**src/rtl/seq_barrel_rotator_if.sv**
```systemverilog
// Operand/command/result bundle for seq_barrel_rotator.
// The master drives a request; the slave returns the working register and status.
interface seq_barrel_rotator_if #(
  parameter int unsigned WIDTH = 4,
  parameter int unsigned AMT_W = $clog2(WIDTH) + 1
);
  logic             start;
  logic [WIDTH-1:0] data_in;
  logic             dir;
  logic [1:0]       mode;
  logic [AMT_W-1:0] amount;
  logic [WIDTH-1:0] data_out;
  logic             busy;
  logic             done;

  modport master (
    output start, data_in, dir, mode, amount,
    input  data_out, busy, done
  );

  modport slave (
    input  start, data_in, dir, mode, amount,
    output data_out, busy, done
  );
endinterface

```
**src/rtl/seq_barrel_rotator.sv**
```systemverilog
// Multi-cycle rotate/shift engine: captures an operand, then applies one
// single-bit rotate/logical/arithmetic step per clock until the count expires.
module seq_barrel_rotator #(
  parameter int unsigned WIDTH = 4,
  parameter int unsigned AMT_W = $clog2(WIDTH) + 1
) (
  input  logic                 clk,
  input  logic                 rst,
  seq_barrel_rotator_if.slave  bus
);

  localparam logic [1:0] MODE_ROT = 2'b00;
  localparam logic [1:0] MODE_LSH = 2'b01;
  localparam logic [1:0] MODE_ASH = 2'b10;

  typedef enum logic [1:0] {
    ST_IDLE  = 2'b00,
    ST_SHIFT = 2'b01,
    ST_DONE  = 2'b10
  } state_t;

  state_t           r_state;
  state_t           w_state_nxt;
  logic [WIDTH-1:0] r_data;
  logic [WIDTH-1:0] w_data_nxt;
  logic [AMT_W-1:0] r_cnt;
  logic [AMT_W-1:0] w_cnt_nxt;
  logic             r_dir;
  logic             w_dir_nxt;
  logic [1:0]       r_mode;
  logic [1:0]       w_mode_nxt;
  logic             r_busy;
  logic             r_done;
  logic [WIDTH-1:0] w_step;

  // Single-bit step of the working register; reserved mode falls back to rotate.
  always_comb begin
    w_step = r_data;
    if (r_dir) begin
      unique case (r_mode)
        MODE_LSH, MODE_ASH: w_step = {r_data[WIDTH-2:0], 1'b0};
        default:            w_step = {r_data[WIDTH-2:0], r_data[WIDTH-1]};
      endcase
    end else begin
      unique case (r_mode)
        MODE_LSH: w_step = {1'b0, r_data[WIDTH-1:1]};
        MODE_ASH: w_step = {r_data[WIDTH-1], r_data[WIDTH-1:1]};
        MODE_ROT: w_step = {r_data[0], r_data[WIDTH-1:1]};
        default:  w_step = {r_data[0], r_data[WIDTH-1:1]};
      endcase
    end
  end

  // Next-state and datapath-load logic.
  always_comb begin
    w_state_nxt = r_state;
    w_data_nxt  = r_data;
    w_cnt_nxt   = r_cnt;
    w_dir_nxt   = r_dir;
    w_mode_nxt  = r_mode;
    unique case (r_state)
      ST_IDLE, ST_DONE: begin
        if (bus.start) begin
          w_data_nxt  = bus.data_in;
          w_cnt_nxt   = bus.amount;
          w_dir_nxt   = bus.dir;
          w_mode_nxt  = bus.mode;
          w_state_nxt = (bus.amount != '0) ? ST_SHIFT : ST_DONE;
        end else if (r_state == ST_DONE) begin
          w_state_nxt = ST_IDLE;
        end
      end
      ST_SHIFT: begin
        w_data_nxt = w_step;
        w_cnt_nxt  = r_cnt - AMT_W'(1);
        // A count of 1 (or a defensive 0) means this is the final step.
        if (r_cnt <= AMT_W'(1)) begin
          w_state_nxt = ST_DONE;
        end
      end
      default: begin
        w_state_nxt = ST_IDLE;
      end
    endcase
  end

  // State and datapath registers; status flags follow the next state.
  always_ff @(posedge clk) begin
    if (rst) begin
      r_state <= ST_IDLE;
      r_data  <= '0;
      r_cnt   <= '0;
      r_dir   <= 1'b0;
      r_mode  <= MODE_ROT;
      r_busy  <= 1'b0;
      r_done  <= 1'b0;
    end else begin
      r_state <= w_state_nxt;
      r_data  <= w_data_nxt;
      r_cnt   <= w_cnt_nxt;
      r_dir   <= w_dir_nxt;
      r_mode  <= w_mode_nxt;
      r_busy  <= (w_state_nxt == ST_SHIFT);
      r_done  <= (w_state_nxt == ST_DONE);
    end
  end

  assign bus.data_out = r_data;
  assign bus.busy     = r_busy;
  assign bus.done     = r_done;

endmodule

```
**src/flat_wrapper.sv**
```systemverilog
// flat-port wrapper written by rule: the top's interface ports become plain ports
module seq_barrel_rotator_flat 
#(
  parameter int unsigned WIDTH = 4,
  parameter int unsigned AMT_W = $clog2(WIDTH) + 1
)
  (clk, rst, bus_start, bus_data_in, bus_dir, bus_mode, bus_amount, bus_data_out, bus_busy, bus_done);
  seq_barrel_rotator_if #(.WIDTH(WIDTH), .AMT_W(AMT_W)) bus_i ();
  input  logic clk;
  input  logic rst;
  input wire logic [$bits(bus_i.start)-1:0] bus_start;
  input wire logic [$bits(bus_i.data_in)-1:0] bus_data_in;
  input wire logic [$bits(bus_i.dir)-1:0] bus_dir;
  input wire logic [$bits(bus_i.mode)-1:0] bus_mode;
  input wire logic [$bits(bus_i.amount)-1:0] bus_amount;
  output wire logic [$bits(bus_i.data_out)-1:0] bus_data_out;
  output wire logic [$bits(bus_i.busy)-1:0] bus_busy;
  output wire logic [$bits(bus_i.done)-1:0] bus_done;
  assign bus_i.start = bus_start;
  assign bus_i.data_in = bus_data_in;
  assign bus_i.dir = bus_dir;
  assign bus_i.mode = bus_mode;
  assign bus_i.amount = bus_amount;
  assign bus_data_out = bus_i.data_out;
  assign bus_busy = bus_i.busy;
  assign bus_done = bus_i.done;
  seq_barrel_rotator #(.WIDTH(WIDTH), .AMT_W(AMT_W)) u_core (.clk(clk), .rst(rst), .bus(bus_i));
endmodule
```
**config.mk**
```make
export PLATFORM = sky130hd
export DESIGN_NAME = seq_barrel_rotator_flat
export DESIGN_NICKNAME = d
export VERILOG_FILES = /design/src/rtl/seq_barrel_rotator_if.sv /design/src/rtl/seq_barrel_rotator.sv /design/src/flat_wrapper.sv
export SDC_FILE = /design/constraint.sdc
export NUM_CORES = 1
export LEC_CHECK = 0
export CAP_MARGIN = 15
export CORE_MARGIN = 4
export CORE_UTILIZATION = 45
export CTS_BUF_LIST = sky130_fd_sc_hd__clkbuf_16
export CTS_CLUSTER_DIAMETER = 200
export DETAILED_ROUTE_END_ITERATION = 7
export PLACE_DENSITY = 0.83
export SLEW_MARGIN = 20
export SYNTH_ARGS = -nofsm -noshare
export SYNTH_HDL_FRONTEND = slang
export SYNTH_SLANG_ARGS = --single-unit
export TNS_END_PERCENT = 30
```
**constraint.sdc**
```tcl
create_clock -name clk -period 1.53 [get_ports clk]
set_input_delay 0.459 -clock clk [delete_from_list [all_inputs] [get_ports clk]]
set_output_delay 0.459 -clock clk [all_outputs]
set_load 0.01 [all_outputs]
```
==> results.tsv <==
metric	value	unit
max cap viols	0	
wirelength, routed	1.53	mm
number of global-route vias before repair	572	
asr flop ratio synth	0	%
min-delay worst type	reg -> reg	
final setup vio count	0	
dpl cells	109	
Critical Path Fanout Max	6	
maximum vdd drop	0.662	mV
Area after DPL	898	um2
combinational fraction of design power	18.8	%
Reg clk slew, reported paths	0.05	ns
post-CTS setup buffer count	0	
Achievable Freq	679	MHz
r2r setup slk	0.26	ns
clock share of power	43.5	%
top_reg_cell synth	dfxtp_1	
crit-path cells	clkdlybuf4s50_1 -> nor2b_2 -> buf_4 -> a21oi_1 -> a211o_1 -> a21oi_2	
Post-Synthesis Cell Area	699	um2
total inserted antenna cells	0	
final hold violation count	0	
IO Port Bufs	18	
critical path arrival	1.65	ns
Net Sw Frac	24.0	%
initial core utilization	50.6	%
Final period util	96.2	%
non-filler cells, final	113	
crit start category	input port	
worst-margin pin slew	0.383	ns
CTS tree	done	
die height	47.4	um
DRC violations left	0	
P_int	858	uW
syn_area_per_cell	9.08	um2
Core Region	0.00138	mm2
clock root cell	clkbuf_16	
CP Capture Type	flip-flop	
max incr delay on CP	0.44	ns
largest net degree at the start of global routing	15	
GRT Util Overall	16.4	%
Die Wd	47.4	um
DP Wirelength	1.05	mm
num rows	13	
Via-to-Cell Ratio	5.26	
Final Max Tran Viols	0	
1st-iter DRT viols	10	
initial antenna violation count	0	
EDFF count, synth	0	
Final ANT Viol Nets	0	
worst r2r src	u_core.r_mode[1]	
end of the worst register-to-register path	u_core.bus.data_out[3]	
Hold Path Depth	2	
hold_ws	0.497	ns
Lkg Pwr	0.418	nW
Hold Buf Count CTS	0	
share of layout cells above drive strength 1	14.3	%
pwr/cell area	1150	mW/mm2
first-pass GRT wire length	2.52	mm
design area	985	um2
delay-heaviest family, CP	buffers and inverters	
Yosys top cell area share	40.1	%
flops & latches, synth	14	
Synth area leader	dfxtp_1	
grt ovf	0	
clock skew	0.00154	ns
Routed wire per std cell	13.5	um
top cells by count, synth	dfxtp_1 (14), nor2_1 (14), a21oi_1 (7)	
Psw	271	uW
Post-Syn Instances	77	
layout net count	115	
min cycle time layout	1.47	ns
Die ar.	0.00225	mm2
GPL Wtd Cong	0.750	
Synth Warn #	0	
num ports	19	
Clock Latency Late Sink	0.24	ns
Via Count	594	
number of CTS-inserted buffers	3	
Fill cells	111	
Worst Path Required	1.71	ns
CTS resizes	6	
worst-case reg-to-reg path depth	6	
Synth area leaders	dfxtp_1 (40%), nor2_1 (7.5%), mux2i_1 (5.7%)	
CP bufs+invs	2	
Flop pwr share	37.7	%
Clock Path Buffers	2	
CP Class	in -> reg	
hold endpoint	u_core.bus.data_out[3]	
Slowest-stage cell, CP	clkdlybuf4s50_1	
post-synthesis sequential area ratio	40.1	%
Initial DRT Pass Iterations	4	
CTS H-tree depth	1	
outcome	complete, no violations	
area grow syn2layout	40.8	%
unrepaired setup endpoints after global routing	true	
Sinks on Clock Net	14	
Mapped Nets	93	
Synth cell types	23	
Post-Route Utilization	71.2	%
relative slew slack	74.5	%
Hold Crit Start	u_core.bus.data_out[3]	
[power groups by stage]
| stage | Sequential (mW) | Clock [mW] | Combinational [mW] |
|---|---|---|---|
| 3_5_place_dp | 0.431 | 0 | 0.211 |
| 4_1_cts | 0.424 | 0.489 | 0.205 |
| 6_report | 0.425 | 0.490 | 0.213 |
| 5_1_grt | 0.431 | 0.508 | 0.235 |
| 3_3_place_gp | 0.429 | 0 | 0.207 |
| 2_1_floorplan | 0.430 | 0 | 0.125 |
[how the worst max path moves through the flow]
stage          cells after the start  slack (ns)  startpoint                     end
4_1_cts                            6        0.04   bus_start         u_core.r_cnt[1]
6_report                           6        0.06   bus_start  u_core.bus.data_out[3]
3_3_place_gp                       6       -0.17   bus_start         u_core.r_cnt[1]
5_1_grt                            6       -0.01   bus_start  u_core.bus.data_out[3]
2_1_floorplan                      5        0.24   bus_start         u_core.r_cnt[0]
3_5_place_dp                       6       -0.21   bus_start         u_core.r_cnt[1]
[worst reg2reg max path: cells and delay by family, from the launching register on]
kind	cells	cell delay (ns)
AO/OA/AOI/OAI	3	0.49
flip-flops	1	0.32
adder cells (fa/ha/maj)	1	0.18
AND/OR/NAND/NOR	1	0.15
buffers and inverters	1	0.06
[per-stage QoR]
stage	worst slack, ns	power [mW]	setup TNS, ns
3_3_place_gp	-0.169	0.636	-1.08
6_report	0.0581	1.13	0
2_1_floorplan	0.241	0.555	0
5_1_grt	-0.00978	1.17	-0.00978
4_1_cts	0.0355	1.12	0
3_5_place_dp	-0.207	0.642	-1.36
[kinds of logic after synthesis]
group	synth area share (%)
simple gates	18.8
mux	5.72
flops	40.1
fa+ha+maj	5.37
compound gates	21.3
buf+inv	8.76
[final cells by class]
cell class / instances / area, um2 / share of cell area, %
multi-input cells: 53 / 373 / 37.9
flip-flops and latches: 14 / 280 / 28.5
repair buffers: 22 / 215 / 21.9
clock buffers: 3 / 75.1 / 7.62
inverters: 5 / 18.8 / 1.91
well taps: 15 / 18.8 / 1.91
clock inverters: 1 / 3.75 / 0.381
[metal layers]
| metal | vias to the layer above | track usage [%] | wire [um] |
|---|---|---|---|
| li1 | 314 | - | - |
| met1 | 262 | 22.5 | 753 |
| met2 | 16 | 23.8 | 655 |
| met3 | 2 | 3.38 | 106 |
| met4 | 0 | 8.84 | 12 |
| met5 | - | 0 | 0 |
[flip-flops by register name (all words and copies together), names as in the netlist]
name,flops
u_core.bus.busy,1
u_core.bus.data_out,4
u_core.bus.done,1
u_core.r_cnt,3
u_core.r_dir,1
u_core.r_mode,2
u_core.r_state,2
[placed cells by master (no fill, tap or decap), types with 2 or more instances in the layout]
| cell | Yosys | layout |
|---|---|---|
| buf_4 | 0 | 3 |
| and2b_1 | 4 | 4 |
| nor2_1 | 14 | 13 |
| mux2i_1 | 4 | 4 |
| inv_1 | 5 | 5 |
| a32oi_1 | 2 | 2 |
| a211oi_1 | 4 | 4 |
| dlygate4sd2_1 | 0 | 6 |
| o21ai_0 | 2 | 2 |
| clkbuf_16 | 0 | 3 |
| a221oi_2 | 0 | 2 |
| nand2b_1 | 3 | 3 |
| a21oi_1 | 7 | 7 |
| ha_1 | 3 | 3 |
| dfxtp_1 | 14 | 14 |
| clkdlybuf4s50_1 | 0 | 12 |
No activity file was read; power rests on OpenSTA's default activity.
==> edit, RTL diff (same flow settings) <==
Make the reset (`rst`) asynchronous in one clocked block.
--- a/src/rtl/seq_barrel_rotator.sv
+++ b/src/rtl/seq_barrel_rotator.sv
@@ -86,5 +86,5 @@
 
   // State and datapath registers; status flags follow the next state.
-  always_ff @(posedge clk) begin
+  always_ff @(posedge clk or posedge rst) begin
     if (rst) begin
       r_state <= ST_IDLE;
Behaviour: differs if rst is asserted again (counterexample within 4 cycles, from zero or initial values and one cycle with rst high); with rst held inactive, the same outputs for 10 cycles.
==> edit against the unedited design <==
Area after synthesis grew 4.5%. Design area is 5.1% higher. Worst setup slack better by 0.030 ns. Utilization down 3.3 points. Count of clock-buffer cells in the layout stayed put. Clock skew grew 0.00051 ns. Synthesized cell count is 2.6% lower. Routed wire length is 22% higher. Sequential cell count stayed put. Global-route usage grew 1.6 points. Via count up 7.9%. Largest cell class is now flip-flops and latches.
Power is not compared: it rests on default switching activity, and its combinational part moved more than twofold at a synthesized area within 25%.
==> edit: results (changes against the unedited design) <==
{
  "post_synth_most_frequent_cells": {"value": "14 x sky130_fd_sc_hd__dfrtp_1, 12 x sky130_fd_sc_hd__nand2_1, 6 x sky130_fd_sc_hd__inv_1, 5 x sky130_fd_sc_hd__nor2_1", "change": "was 14 x sky130_fd_sc_hd__dfxtp_1, 14 x sky130_fd_sc_hd__nor2_1, 7 x sky130_fd_sc_hd__a21oi_1, 5 x sky130_fd_sc_hd__inv_1"},
  "netlist_top_cells_area": {"value": "sky130_fd_sc_hd__dfrtp_1 48%, sky130_fd_sc_hd__ha_1 6.8%, sky130_fd_sc_hd__nand2_1 6.2%, sky130_fd_sc_hd__a221o_1 4.1%, sky130_fd_sc_hd__nor2b_1 3.4%", "change": "was sky130_fd_sc_hd__dfxtp_1 40%, sky130_fd_sc_hd__nor2_1 7.5%, sky130_fd_sc_hd__mux2i_1 5.7%, sky130_fd_sc_hd__ha_1 5.4%, sky130_fd_sc_hd__a21oi_1 5.0%"},
  "filler_cell_count": {"value": 114, "change": "was 111"},
  "clock_skew": {"value": 0.00205, "unit": "ns", "change": "was 0.00154 ns"},
  "worst-path-max-fanout": {"value": 7, "change": "was 6"},
  "dr.first_iter.drc_count": {"value": 15, "change": "was 10"},
  "finalNetCount": {"value": 118, "change": "was 115"},
  "synthFlopType": {"value": "sky130_fd_sc_hd__dfrtp_1", "change": "was sky130_fd_sc_hd__dfxtp_1"},
  "grt_pass1_vias": {"value": 637, "change": "was 572"},
  "drt-total-wl": {"value": 1860, "unit": "µm", "change": "was 1530 µm"},
  "layout-drive-gt1-share": {"value": 11.0, "unit": "%", "change": "was 14.3%"},
  "cell_area_after_placement": {"value": 962, "unit": "µm²", "change": "was 898 µm²"},
  "drt_first_pass_iters": {"value": 4, "change": "unchanged"},
  "synthesis.nets": {"value": 92, "change": "was 93"},
  "globalRouteTotalUtil": {"value": 18.0, "unit": "%", "change": "was 16.4%"},
  "signal_arrival_time_at_the_worst_endpoint": {"value": 1.55, "unit": "ns", "change": "was 1.65 ns"},
  "worst_hold_path_type": {"value": "in -> async", "change": "was reg -> reg"},
  "run_status": {"value": "completed", "change": "unchanged"},
  "worst-slew-pin-transition": {"value": 0.363, "unit": "ns", "change": "was 0.383 ns"},
  "synth-seq-area-share": {"value": 47.9, "unit": "%", "change": "was 40.1%"},
  "routability_congestion_estimate": {"value": 0.828, "change": "was 0.750"},
  "preCtsSetupSlack": {"value": -0.212, "unit": "ns", "change": "was -0.207 ns"},
  "routed_via_density": {"value": 5.53, "change": "was 5.26"},
  "detailed_place_hpwl": {"value": 1370, "unit": "µm", "change": "was 1050 µm"},
  "p_leak_nw": 0.504,
  "grt_first_pass_wirelength": {"value": 2840, "unit": "µm", "change": "was 2520 µm"}
}
edit: layout make-up:
class,count,area (µm²),area share (%)
clock buffer,3,75.1,7.26
clock inverter,1,3.75,0.363
inverter,6,22.5,2.18
multi-input combinational,51,338,32.6
sequential,14,350,33.9
tap,16,20.0,1.93
timing repair buffer,25,225,21.8
edit: kinds of logic (layout without fill, tap and decap cells):
kind of cell               count (synthesis)  after routing  synth area share [%]
buffers and inverters                     10             35                  5.99
muxes                                      1              1                  1.37
AOI/OAI and AO/OA                         18             18                  19.4
and+or+nand+nor                           28             28                  18.5
adders and majority gates                  4              4                  6.85
DFF                                       14             14                  47.9
edit: worst paths after layout:
path | depth (start not counted) | slack, ns | to | from
max in group asynchronous | 3 | 0.84 | u_core.r_state[1]$_DFF_PP0_ | rst
min in group clk | 1 | 0.54 | u_core.r_cnt[2]$_DFFE_PP0P_ | u_core.r_cnt[2]$_DFFE_PP0P_
worst min register to register | 1 | 0.54 | u_core.r_cnt[2]$_DFFE_PP0P_ | u_core.r_cnt[2]$_DFFE_PP0P_
worst max register to register | 4 | 0.20 | u_core.r_cnt[1]$_DFFE_PP0P_ | u_core.r_state[0]$_DFF_PP0_
worst min-delay path | 3 | 0.52 | u_core.bus.data_out[0]$_DFFE_PP0P_ | rst
worst max-delay path | 4 | 0.09 | u_core.r_cnt[1]$_DFFE_PP0P_ | bus_start
edit: power by group through the flow:
stage / sequential (mW) / clock [mW] / combinational (mW)
floorplan: 0.713 / 0 / 0.656
global placement: 0.732 / 0 / 0.977
detailed placement: 0.750 / 0 / 1.02
CTS: 0.741 / 0.497 / 0.997
global route: 0.767 / 0.521 / 1.10
finish: 0.743 / 0.497 / 0.989
edit: critical path, cell delays in order:
cell and delay [ns]:
sky130_fd_sc_hd__clkdlybuf4s50_1 0.47, sky130_fd_sc_hd__and2b_2 0.22, sky130_fd_sc_hd__nor2_1 0.08, sky130_fd_sc_hd__a221o_1 0.32
edit: metal layers:
layer  vias to the layer above  share of wire (%)  track usage, %
met2                        11                 51            30.7
met1                       313                 44            21.6
met4                         0                2.6            11.3
li1                        313                  -               -
met5                         -                  0               0
met3                         4                2.4            1.11
edit: per-stage QoR:
| stage | util [%] | cells |
|---|---|---|
| 3_5_place_dp | 63.1 | 112 |
| 5_1_grt | 67.9 | 116 |
| 4_1_cts | 67.8 | 116 |
| 3_3_place_gp | 63.1 | 112 |
| 6_report | 67.9 | 116 |
| 2_1_floorplan | - | 75 |
